**config.mk**
```make
export PLATFORM = sky130hd
export DESIGN_NAME = vedic_dot_product_flat
export DESIGN_NICKNAME = d
export VERILOG_FILES = /design/src/rtl/vedic_dot_product_pkg.sv /design/src/rtl/vedic_dot_product_if.sv /design/src/rtl/vedic_8X8.sv /design/src/rtl/vedic_dot_product.sv /design/src/flat_wrapper.sv
export SDC_FILE = /design/constraint.sdc
export NUM_CORES = 1
export LEC_CHECK = 0
export ABC_AREA = 1
export BUFFER_PORTS_ARGS = -buffer_cell sky130_fd_sc_hd__buf_4
export CORE_MARGIN = 5
export CORE_UTILIZATION = 55
export CTS_BUF_LIST = sky130_fd_sc_hd__clkbuf_4
export DETAILED_ROUTE_END_ITERATION = 8
export PLACE_DENSITY = 0.74
export SETUP_SLACK_MARGIN = 0.3
export SLEW_MARGIN = 0
export SYNTH_ARGS = -nofsm -noshare
export SYNTH_HDL_FRONTEND = slang
export SYNTH_SLANG_ARGS = --single-unit
```
**constraint.sdc**
```tcl
create_clock -name clk -period 12.7 [get_ports clk]
set_clock_uncertainty 0.15 [all_clocks]
set_input_delay 1.27 -clock clk [delete_from_list [all_inputs] [get_ports clk]]
set_output_delay 1.27 -clock clk [all_outputs]
set_load 0.01 [all_outputs]
```
**src/rtl/vedic_dot_product_pkg.sv**
```systemverilog
// Shared constants for the vedic dot-product datapath.
// Operand/product widths are fixed by the vedic_8X8 multiplier. The
// accumulator and element-counter defaults are the widths the top uses
// when it is not overridden. Signed or MAC variants are expected to
// import this package as well.
package vedic_dot_product_pkg;
   localparam int OPND_W    = 8;
   localparam int PROD_W    = 16;
   localparam int ACC_W_DEF = 24;
   localparam int CNT_W_DEF = 8;
endpackage

```
**src/rtl/vedic_dot_product_if.sv**
```systemverilog
// Operand/result stream bundle for vedic_dot_product.
//   in_valid/in_ready   operand-pair handshake
//   in_a, in_b          unsigned operands
//   in_last             pair closes the current vector
//   out_valid/out_ready result handshake
//   out_sum             accumulated dot product (wraps at ACC_W bits)
//   out_count           elements in the vector (saturating)
//   out_ovf             the sum wrapped at least once in the vector
// The slave modport is the engine's view; master is the producer/consumer view.
interface vedic_dot_product_if
   import vedic_dot_product_pkg::*;
#(
   parameter int ACC_W = ACC_W_DEF,
   parameter int CNT_W = CNT_W_DEF
);
   logic              in_valid;
   logic              in_ready;
   logic [OPND_W-1:0] in_a;
   logic [OPND_W-1:0] in_b;
   logic              in_last;
   logic              out_valid;
   logic              out_ready;
   logic [ACC_W-1:0]  out_sum;
   logic [CNT_W-1:0]  out_count;
   logic              out_ovf;

   modport slave (
      input  in_valid, in_a, in_b, in_last, out_ready,
      output in_ready, out_valid, out_sum, out_count, out_ovf
   );

   modport master (
      output in_valid, in_a, in_b, in_last, out_ready,
      input  in_ready, out_valid, out_sum, out_count, out_ovf
   );
endinterface

```
**src/rtl/vedic_8X8.sv**
```systemverilog
// Combinational unsigned 8x8 multiplier built the Vedic (Urdhva
// Tiryakbhyam) way: 2x2 cells form 4x4 blocks, and four 4x4 blocks form
// the 8x8 product.
//   a, b  8-bit unsigned operands
//   p     16-bit product
module vedic_8X8 (
   input  logic [7:0]  a,
   input  logic [7:0]  b,
   output logic [15:0] p
);

   function automatic logic [3:0] vm2(input logic [1:0] x, input logic [1:0] y);
      logic s1, c1, hi;
      s1 = (x[1] & y[0]) ^ (x[0] & y[1]);
      c1 = (x[1] & y[0]) & (x[0] & y[1]);
      hi = x[1] & y[1];
      return {hi & c1, hi ^ c1, s1, x[0] & y[0]};
   endfunction

   function automatic logic [7:0] vm4(input logic [3:0] x, input logic [3:0] y);
      logic [3:0] q0, q1, q2, q3;
      logic [7:0] mid;
      q0  = vm2(x[1:0], y[1:0]);
      q1  = vm2(x[3:2], y[1:0]);
      q2  = vm2(x[1:0], y[3:2]);
      q3  = vm2(x[3:2], y[3:2]);
      mid = {4'b0, q1} + {4'b0, q2};
      // {q3,q0} places the high and low partial products without an adder.
      return {q3, q0} + (mid << 2);
   endfunction

   logic [7:0]  p0, p1, p2, p3;
   logic [15:0] mid;

   always_comb begin
      p0  = vm4(a[3:0], b[3:0]);
      p1  = vm4(a[7:4], b[3:0]);
      p2  = vm4(a[3:0], b[7:4]);
      p3  = vm4(a[7:4], b[7:4]);
      mid = {8'b0, p1} + {8'b0, p2};
      p   = {p3, p0} + (mid << 4);
   end

endmodule

```
**src/rtl/vedic_dot_product.sv**
```systemverilog
// Streaming unsigned dot-product engine.
// One operand pair per cycle is registered (S1), multiplied by vedic_8X8
// and accumulated (S2). The pair flagged in_last closes the vector: its
// sum, element count and wrap flag are loaded into the held result
// registers and the accumulator restarts from zero on the same edge.
//   clk, rst_n  clock, asynchronous active-low reset
//   bus         slave side of vedic_dot_product_if (stream in, result out)
module vedic_dot_product
   import vedic_dot_product_pkg::*;
#(
   parameter int ACC_W = ACC_W_DEF,
   parameter int CNT_W = CNT_W_DEF
) (
   input  logic               clk,
   input  logic               rst_n,
   vedic_dot_product_if.slave bus
);

   localparam logic [CNT_W-1:0] CNT_MAX = {CNT_W{1'b1}};

   logic              s1_valid, s1_last;
   logic [OPND_W-1:0] s1_a, s1_b;
   logic [PROD_W-1:0] prod;

   logic [ACC_W-1:0]  acc;
   logic [CNT_W-1:0]  cnt;
   logic              ovf;

   logic              res_valid;
   logic [ACC_W-1:0]  res_sum;
   logic [CNT_W-1:0]  res_count;
   logic              res_ovf;

   logic              s1_adv, in_xfer;
   logic [ACC_W:0]    sum_next;
   logic [CNT_W-1:0]  cnt_inc;

   vedic_8X8 u_mul (
      .a (s1_a),
      .b (s1_b),
      .p (prod)
   );

   // A closing element may only advance if the result slot is free or
   // being drained this cycle; ordinary elements never wait.
   assign s1_adv   = s1_valid & ~(s1_last & res_valid & ~bus.out_ready);
   assign in_xfer  = bus.in_valid & bus.in_ready;
   assign sum_next = {1'b0, acc} + {{(ACC_W + 1 - PROD_W){1'b0}}, prod};
   assign cnt_inc  = (cnt == CNT_MAX) ? cnt : cnt + 1'b1;

   assign bus.in_ready  = ~s1_valid | s1_adv;
   assign bus.out_valid = res_valid;
   assign bus.out_sum   = res_sum;
   assign bus.out_count = res_count;
   assign bus.out_ovf   = res_ovf;

   always_ff @(posedge clk or negedge rst_n) begin
      if (!rst_n) begin
         s1_valid <= 1'b0;
         s1_last  <= 1'b0;
         s1_a     <= '0;
         s1_b     <= '0;
      end else if (in_xfer) begin
         s1_valid <= 1'b1;
         s1_last  <= bus.in_last;
         s1_a     <= bus.in_a;
         s1_b     <= bus.in_b;
      end else if (s1_adv) begin
         s1_valid <= 1'b0;
      end
   end

   always_ff @(posedge clk or negedge rst_n) begin
      if (!rst_n) begin
         acc       <= '0;
         cnt       <= '0;
         ovf       <= 1'b0;
         res_valid <= 1'b0;
         res_sum   <= '0;
         res_count <= '0;
         res_ovf   <= 1'b0;
      end else if (s1_adv && s1_last) begin
         res_valid <= 1'b1;
         res_sum   <= sum_next[ACC_W-1:0];
         res_count <= cnt_inc;
         res_ovf   <= ovf | sum_next[ACC_W];
         acc       <= '0;
         cnt       <= '0;
         ovf       <= 1'b0;
      end else begin
         if (s1_adv) begin
            acc <= sum_next[ACC_W-1:0];
            cnt <= cnt_inc;
            ovf <= ovf | sum_next[ACC_W];
         end
         if (res_valid && bus.out_ready) begin
            res_valid <= 1'b0;
         end
      end
   end

endmodule

```
**src/flat_wrapper.sv**
```systemverilog
// flat-port wrapper written by rule: the top's interface ports become plain ports
module vedic_dot_product_flat import vedic_dot_product_pkg::*;
#(
   parameter int ACC_W = ACC_W_DEF,
   parameter int CNT_W = CNT_W_DEF
)
  (clk, rst_n, bus_in_valid, bus_in_a, bus_in_b, bus_in_last, bus_out_ready, bus_in_ready, bus_out_valid, bus_out_sum, bus_out_count, bus_out_ovf);
  vedic_dot_product_if #(.ACC_W(ACC_W), .CNT_W(CNT_W)) bus_i ();
  input  logic clk;
  input  logic rst_n;
  input wire logic [$bits(bus_i.in_valid)-1:0] bus_in_valid;
  input wire logic [$bits(bus_i.in_a)-1:0] bus_in_a;
  input wire logic [$bits(bus_i.in_b)-1:0] bus_in_b;
  input wire logic [$bits(bus_i.in_last)-1:0] bus_in_last;
  input wire logic [$bits(bus_i.out_ready)-1:0] bus_out_ready;
  output wire logic [$bits(bus_i.in_ready)-1:0] bus_in_ready;
  output wire logic [$bits(bus_i.out_valid)-1:0] bus_out_valid;
  output wire logic [$bits(bus_i.out_sum)-1:0] bus_out_sum;
  output wire logic [$bits(bus_i.out_count)-1:0] bus_out_count;
  output wire logic [$bits(bus_i.out_ovf)-1:0] bus_out_ovf;
  assign bus_i.in_valid = bus_in_valid;
  assign bus_i.in_a = bus_in_a;
  assign bus_i.in_b = bus_in_b;
  assign bus_i.in_last = bus_in_last;
  assign bus_i.out_ready = bus_out_ready;
  assign bus_in_ready = bus_i.in_ready;
  assign bus_out_valid = bus_i.out_valid;
  assign bus_out_sum = bus_i.out_sum;
  assign bus_out_count = bus_i.out_count;
  assign bus_out_ovf = bus_i.out_ovf;
  vedic_dot_product #(.ACC_W(ACC_W), .CNT_W(CNT_W)) u_core (.clk(clk), .rst_n(rst_n), .bus(bus_i));
endmodule
```
### Word level (Yosys, flattened, before mapping)

Index checks and enable logic that the tools add are counted.

| word-level totals | value |
|---|---|
| register bits | 85 |
| word-level logic and storage cells | 177 |
| input port bits | 21 |

| operators by class | value |
|---|---|
| reductions and logical operators | 5 |
| equal/unequal tests | 1 |
| bitwise gates (word level) | 137 |
| $add $sub $neg | 12 |
| mux-type cells | 11 |

Operators by type and width:

| cell | count |
|---|---|
| 1-bit AND | 100 |
| 24-bit two-way mux | 2 |
| 1-bit XOR | 32 |
| 24-bit by 16-bit adder with 25-bit output | 1 |
| 8-bit by 7-bit adder with 8-bit output | 3 |
| 8-bit two-way mux | 3 |
| 4-bit by 4-bit adder with 5-bit output | 4 |
| 16-bit adder | 1 |
| 8-bit by 8-bit adder with 9-bit output | 1 |
| 8-bit by 1-bit adder with 8-bit output (second input constant) | 1 |
| 8-bit adder | 1 |
| 8-bit equality test (second input constant) | 1 |
| 1-bit two-way mux | 6 |
| 2-bit nonzero test | 3 |
| 1-bit NOT | 3 |
| 1-bit logical AND | 2 |
| 1-bit bitwise OR | 2 |

### Longest topological paths before layout

Gate-level depths: netlist (run 1).

| logic depth | value |
|---|---|
| depth after elaboration | 11 |
| gate-level depth with buffers | 40 |
| mapped depth without buffers | 39 |

### Hierarchy

Synthesis (run 1) repeated with hierarchy kept, for this count alone.

| unflattened totals | value |
|---|---|
| cell total of the unflattened synthesis | 1102 |
| area, all modules | 7823.8 µm² |

Modules (own cells, without submodules):

| module | sequential area each (µm²) | area an instance (µm²) | cells each | instances |
|---|---|---|---|---|
| vedic_dot_product | 2127.0 | 4750.8 | 627 | 1 |
| vedic_8X8 | 0.0 | 3072.9 | 475 | 1 |

### Worst setup path after synthesis (run 1)

OpenSTA, ideal clock, no wires.

| timing path | value |
|---|---|
| path type | flip-flop to flip-flop |
| start | reg u_core.s1_b[0] |
| end | reg u_core.acc[16] |
| buffers on the path | 1 |
| setup slack | 7.221 ns |
| arrival time | 5.211 ns |
| required time | 12.432 ns |
| stages on the path, launching flop included | 35 |
| path through | dfrtp_1 > clkbuf_1 > nand2_1 > inv_1 > ha_1 > ha_1 > ha_1 > a21oi_1 > nand2_1 > xor2_1 > ha_1 > inv_1 > o221ai_1 > xor2_1 > ha_1 > a21oi_1 > nand3_1 > xor2_1 > ha_1 > a21oi_1 > o21a_1 > nand2_1 > or2_2 > nand2_1 > inv_1 > ha_1 > nand2_1 > nor2_1 > inv_1 > nor3_1 > nand2_1 > nand2_1 > nand2_1 > nand3_1 > nand2_1 |

| between the ends | value |
|---|---|
| word-level cells in the longest chain between the ends | 10 |
| elaborated cells between the ends (all ways) | 33 |
| classes of those cells | add/sub: 7; mux: 2; bitwise: 24 |

Ends and longest elaborated chain:

| item | line | RTL |
|---|---|---|
| start: declaration | vedic_dot_product.sv:22 | `logic [OPND_W-1:0] s1_a, s1_b;` |
| start signal: assignment | vedic_dot_product.sv:67 | `s1_b <= bus.in_b;` |
| 1-bit AND | vedic_8X8.sv:14, vedic_8X8.sv:15 |  |
| 1-bit AND | vedic_8X8.sv:15 | `c1 = (x[1] & y[0]) & (x[0] & y[1]);` |
| 1-bit XOR / 1-bit AND (equally long branches) | vedic_8X8.sv:17 | `return {hi & c1, hi ^ c1, s1, x[0] & y[0]};` |
| 4-bit by 4-bit adder with 5-bit output | vedic_8X8.sv:27 | `mid = {4'b0, q1} + {4'b0, q2};` |
| 8-bit by 7-bit adder with 8-bit output | vedic_8X8.sv:29 | `return {q3, q0} + (mid << 2);` |
| 8-bit by 8-bit adder with 9-bit output | vedic_8X8.sv:40 | `mid = {8'b0, p1} + {8'b0, p2};` |
| 16-bit adder * | vedic_8X8.sv:41 | `p = {p3, p0} + (mid << 4);` |
| 24-bit by 16-bit adder with 25-bit output * | vedic_dot_product.sv:48 | `assign sum_next = {1'b0, acc} + {{(ACC_W + 1 - PROD_W){1'b0}}, prod};` |
| 24-bit two-way mux * | vedic_dot_product.sv:91 | `if (s1_adv) begin` |
| 24-bit two-way mux * | vedic_dot_product.sv:82 | `end else if (s1_adv && s1_last) begin` |
| end signal: assignment | vedic_dot_product.sv:92 | `acc <= sum_next[ACC_W-1:0];` |
| end: declaration | vedic_dot_product.sv:25 | `logic [ACC_W-1:0] acc;` |

Every way passes the cells marked *; elsewhere a longest branch is shown, timed or not. The select of a mux whose other input is x is not followed.
A chain may end at the register's enable or synchronous reset.

### Worst setup path after layout (run 1)

| timing path | value |
|---|---|
| start | reg u_core.s1_b[0] |
| end | reg u_core.ovf |

| between the ends | value |
|---|---|
| word-level cells in the longest chain between the ends | 11 |
| elaborated cells between the ends (all ways) | 34 |
| classes of those cells | add/sub: 7; mux: 2; bitwise: 25 |

Ends and longest elaborated chain:

| item | line | RTL |
|---|---|---|
| 1-bit AND | vedic_8X8.sv:14, vedic_8X8.sv:15 |  |
| 1-bit AND | vedic_8X8.sv:15 |  |
| 1-bit XOR / 1-bit AND (equally long branches) | vedic_8X8.sv:17 |  |
| 4-bit by 4-bit adder with 5-bit output | vedic_8X8.sv:27 |  |
| 8-bit by 7-bit adder with 8-bit output | vedic_8X8.sv:29 |  |
| 8-bit by 8-bit adder with 9-bit output | vedic_8X8.sv:40 |  |
| 16-bit adder * | vedic_8X8.sv:41 |  |
| 24-bit by 16-bit adder with 25-bit output * | vedic_dot_product.sv:48 |  |
| 1-bit bitwise OR * | vedic_dot_product.sv:94 | `ovf <= ovf \| sum_next[ACC_W];` |
| 1-bit two-way mux * | vedic_dot_product.sv:91 |  |
| 1-bit two-way mux * | vedic_dot_product.sv:82 |  |
| end signal: assignment | vedic_dot_product.sv:94 |  |
| end: declaration | vedic_dot_product.sv:27 | `logic ovf;` |

Marks and branches as above.

==> reports/metrics.cfg, run 1 <==
[outcome]
status = finished, final reports clean

[critical_path]
required_ns = 12.95
end_kind = flip-flop
worst-path-max-fanout = 9
start_kind = flip-flop
r2r-end = u_core.ovf
reg2reg_from = u_core.s1_b[0]
cp_slowest_stage_delay_ns = 0.52
ff2ff_setup_slack_ns = 6.68
crit_type = flip-flop to flip-flop
cp.arrival_ns = 6.26
slowest_stage = dfrtp_1
reg2reg_depth = 32
cpMostUsedCell = nand2_1

[yosys]
ys_ff_latch = 85
yosys_warnings = 0
syn_avg_cell_area_um2 = 7.06
yosys.area.top_type = dfrtp_1
ys_top_cells_by_area = dfrtp_1 (28%), nand2_1 (18%), ha_1 (17%)
syn_inst = 1084
seq_area_frac_synth_pct = 27.8
synth_area_mm2 = 0.00766
syn_nets = 1219
synth.distinct_cells = 34
synth_top_area_share_pct = 27.8

[sta]
worst_pin_slew_ns = 1.17
slew_violations = 0
finalWorstSetupSlack_ns = 6.68
maxSlewHeadroom_pct = 22.1
grt_setup_unrepaired = no
fin_crit_sh_pct = 47.4
setup_viol = 0
hold_viol = 0
min_period_ns = 6.02
setup_tns_ns = 0
fmax_ghz = 0.166

[min_path]
hp-class = flip-flop to flip-flop
min_from = u_core.bus.out_sum[13]
min_to = u_core.bus.out_sum[13]
hold_depth = 2

[route]
num_vias = 6752
first_pass_iters = 5
drt_iter0_drc = 439
drc = 0
drt_wl_total_mm = 16.9
wl_per_cell_um = 12.9
ant_nets = 0
vias_per_cell = 5.16

[clocking]
clk_pin_slew_ns = 0.15
cts_tree = yes
postCtsSetupBuffers = 0
clock-sinks = 85
worstSkewPairLatency_ns = 0.47
cts.htree.levels = 3
cts_root_buffer = clkbuf_4
cts_resized = 0
postCtsHoldBufs = 0
numCtsBuffers = 9
clockBufferDepth = 2

[floorplanning]
rows = 43
top_level_ports = 56
die_y_um = 128
die_area_mm2 = 0.0164
die_x_um = 128
start_util_pct = 55.6
core_area_mm2 = 0.0138

[grt]
grt_pass1_wl_mm = 29.9
grt_antenna_before_repair = 1
grt_usage_pct = 22.2
first_global_vias = 6526
grt_overflow = 0
grt_start_max_net_pins = 71

[placement]
io_buffer_count = 55
hpwl_mm = 13.5
gp_congestion = 0.919
place_ws_ns = 6.70
dp.cells = 1292

[flow_run]
cap_viol_max_count = 0

[cells_and_area]
drive_gt1_share_pct = 8.42
final_cell_count_no_fill = 1309
synthToLayoutAreaGrowth_pct = 9.00
fin_nets = 1258

==> critical path: cells and delay by family, from the launching register on <==
| kind | cells | cell delay, ns |
|---|---|---|
| DFF | 1 | 0.52 |
| xor gates and xnor gates | 3 | 0.47 |
| buffers and inverters | 4 | 0.26 |
| adders and majority gates | 7 | 2.24 |
| AOI/OAI and AO/OA | 6 | 0.93 |
| and+or+nand+nor | 12 | 1.40 |
==> cells in the mapped netlist, drive strengths merged <==
| master | count |
|---|---|
| inv | 190 |
| o22ai | 5 |
| nand3 | 79 |
| a2bb2oi | 1 |
| nand4 | 9 |
| buf | 8 |
| o21ai | 34 |
| o21bai | 2 |
| fa | 11 |
| xor2 | 25 |
| o211ai | 1 |
| nand3b | 8 |
| a21o | 3 |
| xnor2 | 18 |
| dfrtp | 85 |
| nor4 | 1 |
| a21oi | 37 |
| and2 | 1 |
| nand2 | 364 |
| clkinv | 1 |
| o221ai | 2 |
| a31oi | 1 |
| ha | 103 |
| a22o | 1 |
| mux2 | 16 |
| nor2 | 46 |
| or2 | 4 |
| nor3 | 6 |
| clkbuf | 20 |
| o31ai | 1 |
| o21a | 1 |
==> cell families (layout without fill, tap and decap cells) <==
| logic type | Yosys count | count (layout) | synth area share, % |
|---|---|---|---|
| other | 0 | 1 | 0 |
| XOR/XNOR | 43 | 43 | 4.92 |
| multiplexers | 16 | 16 | 2.35 |
| AO/OA/AOI/OAI | 89 | 89 | 6.55 |
| buffers and inverters | 219 | 263 | 11.0 |
| AND/OR/NAND/NOR | 518 | 518 | 27.7 |
| adder cells (fa/ha/maj) | 114 | 114 | 19.7 |
| flip-flops | 85 | 85 | 27.8 |
==> sequential cells by signal, indices dropped and copies added (netlist names) <==
| name | cells |
|---|---|
| u_core.bus.out_valid | 1 |
| u_core.bus.out_sum | 24 |
| u_core.bus.out_count | 8 |
| u_core.cnt | 8 |
| u_core.s1_valid | 1 |
| u_core.s1_b | 8 |
| u_core.acc | 24 |
| u_core.bus.out_ovf | 1 |
| u_core.ovf | 1 |
| u_core.s1_last | 1 |
| u_core.s1_a | 8 |
==> cells in the final DEF (no fill, tap or decap), types with 3 or more instances in the layout <==
| cell type | instances |
|---|---|
| nand2_1 | 362 |
| inv_1 | 188 |
| ha_1 | 103 |
| dfrtp_1 | 85 |
| nand3_1 | 79 |
| buf_4 | 56 |
| nor2_1 | 46 |
| a21oi_1 | 37 |
| o21ai_0 | 34 |
| xor2_1 | 25 |
| xnor2_1 | 18 |
| mux2_2 | 16 |
| fa_1 | 11 |
| nand4_1 | 9 |
| clkbuf_4 | 9 |
| nand3b_1 | 8 |
| nor3_1 | 6 |
| o22ai_1 | 5 |
| or2_2 | 4 |
| a21o_1 | 3 |
| clkinv_1 | 3 |
==> worst max path at each step <==
stage	startpoint	endpoint	slack, ns	cells past startpoint
after floorplan	u_core.s1_b[0]	u_core.acc[16]	7.22	34
after CTS	u_core.s1_b[0]	u_core.acc[16]	6.69	33
after detailed placement	u_core.s1_b[0]	u_core.acc[16]	6.70	33
after global routing	u_core.s1_b[0]	u_core.acc[17]	6.22	34
final	u_core.s1_b[0]	u_core.ovf	6.68	32
after global placement	u_core.s1_b[0]	u_core.acc[16]	6.81	33
==> area by class of cell <==
type / count / area (µm²)
Clock buffer: 9 / 67.6
Inverter: 191 / 717
Tap cell: 180 / 225
Fill cell: 1318 / 5430
Multi-Input combinational cell: 780 / 4690
Antenna cell: 1 / 2.50
Clock inverter: 7 / 96.3
Sequential cell: 85 / 2130
Timing Repair Buffer: 56 / 420
==> through the flow <==
stage	utilization, %	hold WS (ns)	cell area [µm²]
after floorplan	-	0.304	7660
after global placement	59.4	0.314	8180
after detailed placement	59.4	0.318	8180
after CTS	60.6	0.354	8340
after global routing	60.6	0.373	8350
final	60.6	0.347	8350
==> metal layers <==
layer  vias to the layer above  global-route usage (%)  share of wire [%]
met5                         -                       0                  0
met4                         0                    5.87                1.8
met3                        23                    3.75                4.5
met2                       138                    35.3                 45
met1                      3115                    31.4                 49
li1                       3476                       -                  -
Power of run 1 is not shown: default switching activity piles up to over one toggle a cycle in this logic, so the estimate is an artifact.
==> inputs of run 2 (changes only) <==
clock period = 6.04 ns   (was 12.7 ns; I/O delays follow)
==> run 2 against run 1 <==
  * Core utilization is 6.1 points higher
  * Routed wire length increased by 15%
  * First-iteration DRC count increased by 10%
  * Setup slack worse by 6.2 ns
  * Critical path type unchanged
==> reports/metrics.cfg, run 2 (synthesis results as in run 1) <==
[cells_and_area]
fin_util_pct = 66.7  ; +6.1 points
fin_nets = 1294  ; +2.9%
final_common_cell = nand2_1
layout_common_cells = nand2_1 (331), inv_1 (176), buf_4 (87)
fillers = 1201  ; -8.9%
drive_gt1_share_pct = 21.0  ; +13 points
synthToLayoutAreaGrowth_pct = 20.0

[floorplanning]
start_util_pct = 55.6  ; unchanged
die_area_mm2 = 0.0164  ; unchanged
rows = 43  ; unchanged
top_level_ports = 56  ; unchanged
die_x_um = 128  ; unchanged
core_area_mm2 = 0.0138  ; unchanged
die_y_um = 128  ; unchanged

[placement]
io_buffer_count = 55  ; unchanged
hpwl_mm = 14.0  ; +3.5%
place_ws_ns = 0.0893  ; -6.61 ns
gp_congestion = 0.917  ; -0.28%

[sta]
hold_slack_ns = 0.169  ; -0.178 ns
min_period_ns = 5.59  ; -0.426 ns
slew_violations = 0  ; unchanged
fmax_ghz = 0.179  ; +7.6%
grt_setup_unrepaired = yes
finalWorstSetupSlack_ns = 0.451  ; -6.23 ns
setup_viol = 0  ; unchanged
hold_viol = 0  ; unchanged
setup_tns_ns = 0  ; unchanged
maxSlewHeadroom_pct = 39.0  ; +17 points
worst_pin_slew_ns = 0.914  ; -0.254 ns
fin_crit_sh_pct = 92.5  ; +45 points

[route]
num_vias = 7143  ; +5.8%
drt_wl_total_mm = 19.3  ; +15%
drt_iter0_drc = 484  ; +10%
wl_per_cell_um = 14.4  ; +11%
ant_nets = 0  ; unchanged
drc = 0  ; unchanged
first_pass_iters = 5  ; unchanged
vias_per_cell = 5.31  ; +2.9%

[grt]
grt_usage_pct = 23.4  ; +1.2 points
grt_overflow = 0  ; unchanged
grt_pass1_wl_mm = 31.5  ; +5.3%
grt_start_max_net_pins = 73  ; +2.8%
grt_antenna_before_repair = 1  ; unchanged
first_global_vias = 6856  ; +5.1%

[critical_path]
cp_slowest_stage_delay_ns = 0.45  ; -0.07 ns
cp.arrival_ns = 5.86  ; -0.40 ns
reg2reg_depth = 31  ; -3.1%
crit_type = flip-flop to flip-flop
ff2ff_setup_slack_ns = 0.45  ; -6.23 ns
slowest_stage = dfrtp_2
reg2reg_from = u_core.s1_a[6]
r2r-end = u_core.bus.out_sum[20]
worst-path-max-fanout = 5  ; -4
cpMostUsedCell = nand3_1
end_kind = flip-flop
start_kind = flip-flop
startpoint = u_core.s1_a[6]
required_ns = 6.31  ; -6.64 ns

[clocking]
clockBufferDepth = 2  ; unchanged
clock-sinks = 85  ; unchanged
cts.htree.levels = 3  ; unchanged
worstSkewPairLatency_ns = 0.52  ; +0.05 ns
cts_tree = yes
cts_root_buffer = clkbuf_4
numCtsBuffers = 9  ; unchanged
clk_pin_slew_ns = 0.17  ; +0.02 ns

[min_path]
hp-class = primary input to flip-flop
hold_depth = 2  ; unchanged
min_from = bus_out_ready
min_to = u_core.bus.out_valid

[outcome]
status = finished, final reports clean

[flow_run]
cap_viol_max_count = 0  ; unchanged

run 2: worst max-delay path by stage:
| stage | endpoint | cells after the start | slack [ns] |
|---|---|---|---|
| 6_report | u_core.bus.out_sum[20] | 31 | 0.45 |
| 5_1_grt | u_core.acc[18] | 36 | 0.12 |
| 4_1_cts | u_core.acc[18] | 36 | 0.32 |
| 3_5_place_dp | u_core.bus.out_sum[22] | 32 | 0.09 |
| 3_3_place_gp | u_core.bus.out_sum[22] | 32 | 0.24 |
| 2_1_floorplan | u_core.acc[16] | 34 | 0.56 |
run 2: cell type report:
class | instances | area (µm²) | area share [%]
Sequential cell | 85 | 2130 | 23.2
Inverter | 191 | 719 | 7.83
Clock inverter | 7 | 75.1 | 0.817
Timing Repair Buffer | 92 | 708 | 7.70
Antenna cell | 2 | 5.00 | 0.0544
Multi-Input combinational cell | 780 | 5260 | 57.2
Tap cell | 180 | 225 | 2.45
Clock buffer | 9 | 67.6 | 0.735
run 2: critical path: cells and delay by family, from the launching register on:
family,cells,cell delay (ns)
adder cells (fa/ha/maj),6,2.14
flip-flops,1,0.45
AND/OR/NAND/NOR,16,1.54
buffers and inverters,5,0.45
XOR/XNOR,4,0.77
run 2: what timing repair did:
action,CTS,global route
gates resized for setup,11,134
hold buffers,1,0
cloned,0,0
pin swaps,3,87
setup buffers,10,9
hold endpoints to repair,13,0
endpoints found under the setup margin,24,32
run 2: through the flow:
step                std cells  area (µm²)
detailed placement       1308        8300
global route             1345        9190
global placement         1308        8300
floorplan                1084        7660
CTS                      1335        8560
finish                   1346        9190
run 2: metal layers:
layer  GRT usage (%)  share of wire [%]  wire length (µm)  up-vias
li1                -                  -                 -     3553
met5               0                  0                 0        -
met4            7.99                2.2               428        0
met2            37.1                 46              8990      182
met3            3.33                4.6               888       40
met1            32.8                 47              9050     3368
Power of run 2 is left out for the same reason.
==> inputs of run 3 (changes only) <==
PLACE_DENSITY = 0.83   (was 0.74)
==> run 3 against run 2 <==
  * Via count is 0.17% lower
  * Global-route usage is 1.2 points lower
  * Non-clock buffer count stayed put
  * Sequential share of layout area is 0.12 points higher
  * Routed wire length is 0.97% higher
  * Worst hold slack better by 0.0030 ns
  * First-iteration DRC count is 16% higher
  * Final cell count is 0.15% lower
  * Sequential cell count stayed put
  * Critical endpoint is now u_core.bus.out_sum[16]
  * Largest cell class unchanged
==> reports/metrics.cfg, run 3 (synthesis results as in run 1) <==
[floorplanning]
core_area_mm2 = 0.0138  ; unchanged
rows = 43  ; unchanged
die_x_um = 128  ; unchanged
die_y_um = 128  ; unchanged
start_util_pct = 55.6  ; unchanged
die_area_mm2 = 0.0164  ; unchanged
top_level_ports = 56  ; unchanged

[clocking]
clock-sinks = 85  ; unchanged
clockBufferDepth = 2  ; unchanged
cts_root_buffer = clkbuf_4
cts.htree.levels = 3  ; unchanged
numCtsBuffers = 9  ; unchanged
clk_pin_slew_ns = 0.14  ; -0.03 ns
worstSkewPairLatency_ns = 0.49  ; -0.03 ns
cts_tree = yes

[sta]
setup_viol = 0  ; unchanged
fmax_ghz = 0.176  ; -1.5%
maxSlewHeadroom_pct = 22.8  ; -16 points
worst_pin_slew_ns = 1.16  ; +0.243 ns
setup_tns_ns = 0  ; unchanged
grt_setup_unrepaired = yes
min_period_ns = 5.68  ; +0.0865 ns
hold_viol = 0  ; unchanged
fin_crit_sh_pct = 94.0  ; +1.4 points
slew_violations = 0  ; unchanged

[route]
vias_per_cell = 5.31  ; about the same
wl_per_cell_um = 14.5  ; +1.1%
ant_nets = 0  ; unchanged
first_pass_iters = 5  ; unchanged
num_vias = 7131  ; -0.17%
drc = 0  ; unchanged
drt_wl_total_mm = 19.5  ; +0.97%
drt_iter0_drc = 563  ; +16%

[cells_and_area]
fin_util_pct = 66.5  ; -0.23 points
final_common_cell = nand2_1
drive_gt1_share_pct = 19.6  ; -1.4 points
layout_common_cells = nand2_1 (345), inv_1 (178), buf_4 (84)
fin_nets = 1294  ; unchanged
fillers = 1107  ; -7.8%
seqCellArea_mm2 = 0.00213  ; +0.18%
multi_input_area_mm2 = 0.00522  ; -0.71%
synthToLayoutAreaGrowth_pct = 19.6

[grt]
first_global_vias = 6611  ; -3.6%
grt_overflow = 0  ; unchanged
grt_start_max_net_pins = 67  ; -8.2%
grt_pass1_wl_mm = 30.0  ; -4.7%
grt_antenna_before_repair = 1  ; unchanged
grt_usage_pct = 22.2  ; -1.2 points

[critical_path]
endpoint = u_core.bus.out_sum[16]
cp.arrival_ns = 5.92  ; +0.06 ns
r2r-end = u_core.bus.out_sum[16]
reg2reg_depth = 33  ; +6.5%
cp_slowest_stage_delay_ns = 0.57  ; +0.12 ns
start_kind = flip-flop
slowest_stage = fa_2
reg2reg_from = u_core.s1_b[0]
cpMostUsedCell = nand2_1
ff2ff_setup_slack_ns = 0.36  ; -0.09 ns
end_kind = flip-flop
crit_type = flip-flop to flip-flop
worst-path-max-fanout = 7  ; +2
required_ns = 6.28  ; -0.03 ns
startpoint = u_core.s1_b[0]

[placement]
io_buffer_count = 55  ; unchanged
gp_congestion = 0.943  ; +2.9%
hpwl_mm = 13.4  ; -4.3%

[flow_run]
cap_viol_max_count = 0  ; unchanged

[min_path]
hp-class = primary input to flip-flop

[outcome]
status = finished, final reports clean

[run 3: cell types whose count changed in the layout (fill, tap and decap cells not counted), moves of 3 or more]
cell	change
ha_1	-4
nor3_1	+3
nand2_2	-14
buf_6	+3
dfrtp_1	-3
buf_4	-3
nor3_2	-3
nand2_1	+14
nor2_4	-3
ha_4	+3
dfrtp_2	+3
[run 3: worst min path at each step]
stage                             from                      end  depth (start not counted)
4_1_cts                  bus_out_ready     u_core.bus.out_valid                          2
2_1_floorplan                    rst_n            u_core.acc[0]                          0
3_3_place_gp    u_core.bus.out_sum[17]   u_core.bus.out_sum[17]                          2
5_1_grt                  bus_out_ready     u_core.bus.out_valid                          2
6_report                 bus_out_ready     u_core.bus.out_valid                          2
3_5_place_dp   u_core.bus.out_count[0]  u_core.bus.out_count[0]                          2
[run 3: cell type report]
type / instances / share of cell area, %
flip-flops and latches: 85 / 23.3
diodes: 1 / 0.0273
well taps: 180 / 2.46
inverters: 191 / 7.83
clock inverters: 6 / 0.778
multi-input cells: 780 / 57.0
clock buffers: 9 / 0.738
repair buffers: 92 / 7.85
[run 3: metal layers]
metal | global-route usage (%) | up-vias | part of all wire [%]
met1 | 31.0 | 3302 | 45
met2 | 35.1 | 238 | 47
met5 | 0 | - | 0
met4 | 6.24 | 0 | 2.2
met3 | 4.54 | 41 | 5.9
li1 | - | 3550 | -
[run 3: metrics by stage]
| stage | hold WS [ns] | worst slack, ns | instance area, µm² | std cells |
|---|---|---|---|---|
| after detailed placement | 0.316 | 0.104 | 8290 | 1306 |
| after CTS | 0.138 | 0.311 | 8540 | 1329 |
| after global routing | 0.160 | 0.0949 | 9160 | 1344 |
| after floorplan | 0.158 | 0.561 | 7660 | 1084 |
| final | 0.172 | 0.364 | 9160 | 1344 |
| after global placement | 0.316 | 0.138 | 8290 | 1306 |
[run 3: what timing repair did]
item / 4_1_cts / 5_1_grt
resized for setup: 13 / 112
pin swaps: 1 / 74
buffers inserted: 7 / 14
setup endpoints to repair: 24 / 30
hold endpoints to repair: 19 / 0
hold buffers: 1 / 0
[run 3: worst max-delay path, delay by kind of cell, from the launching register on]
kind | cells | cell delay, ns
flops | 1 | 0.46
simple gates | 13 | 1.16
compound gates | 4 | 0.80
buf+inv | 8 | 0.78
xor+xnor | 1 | 0.20
fa+ha+maj | 7 | 2.02
Power of run 3 is left out for the same reason.
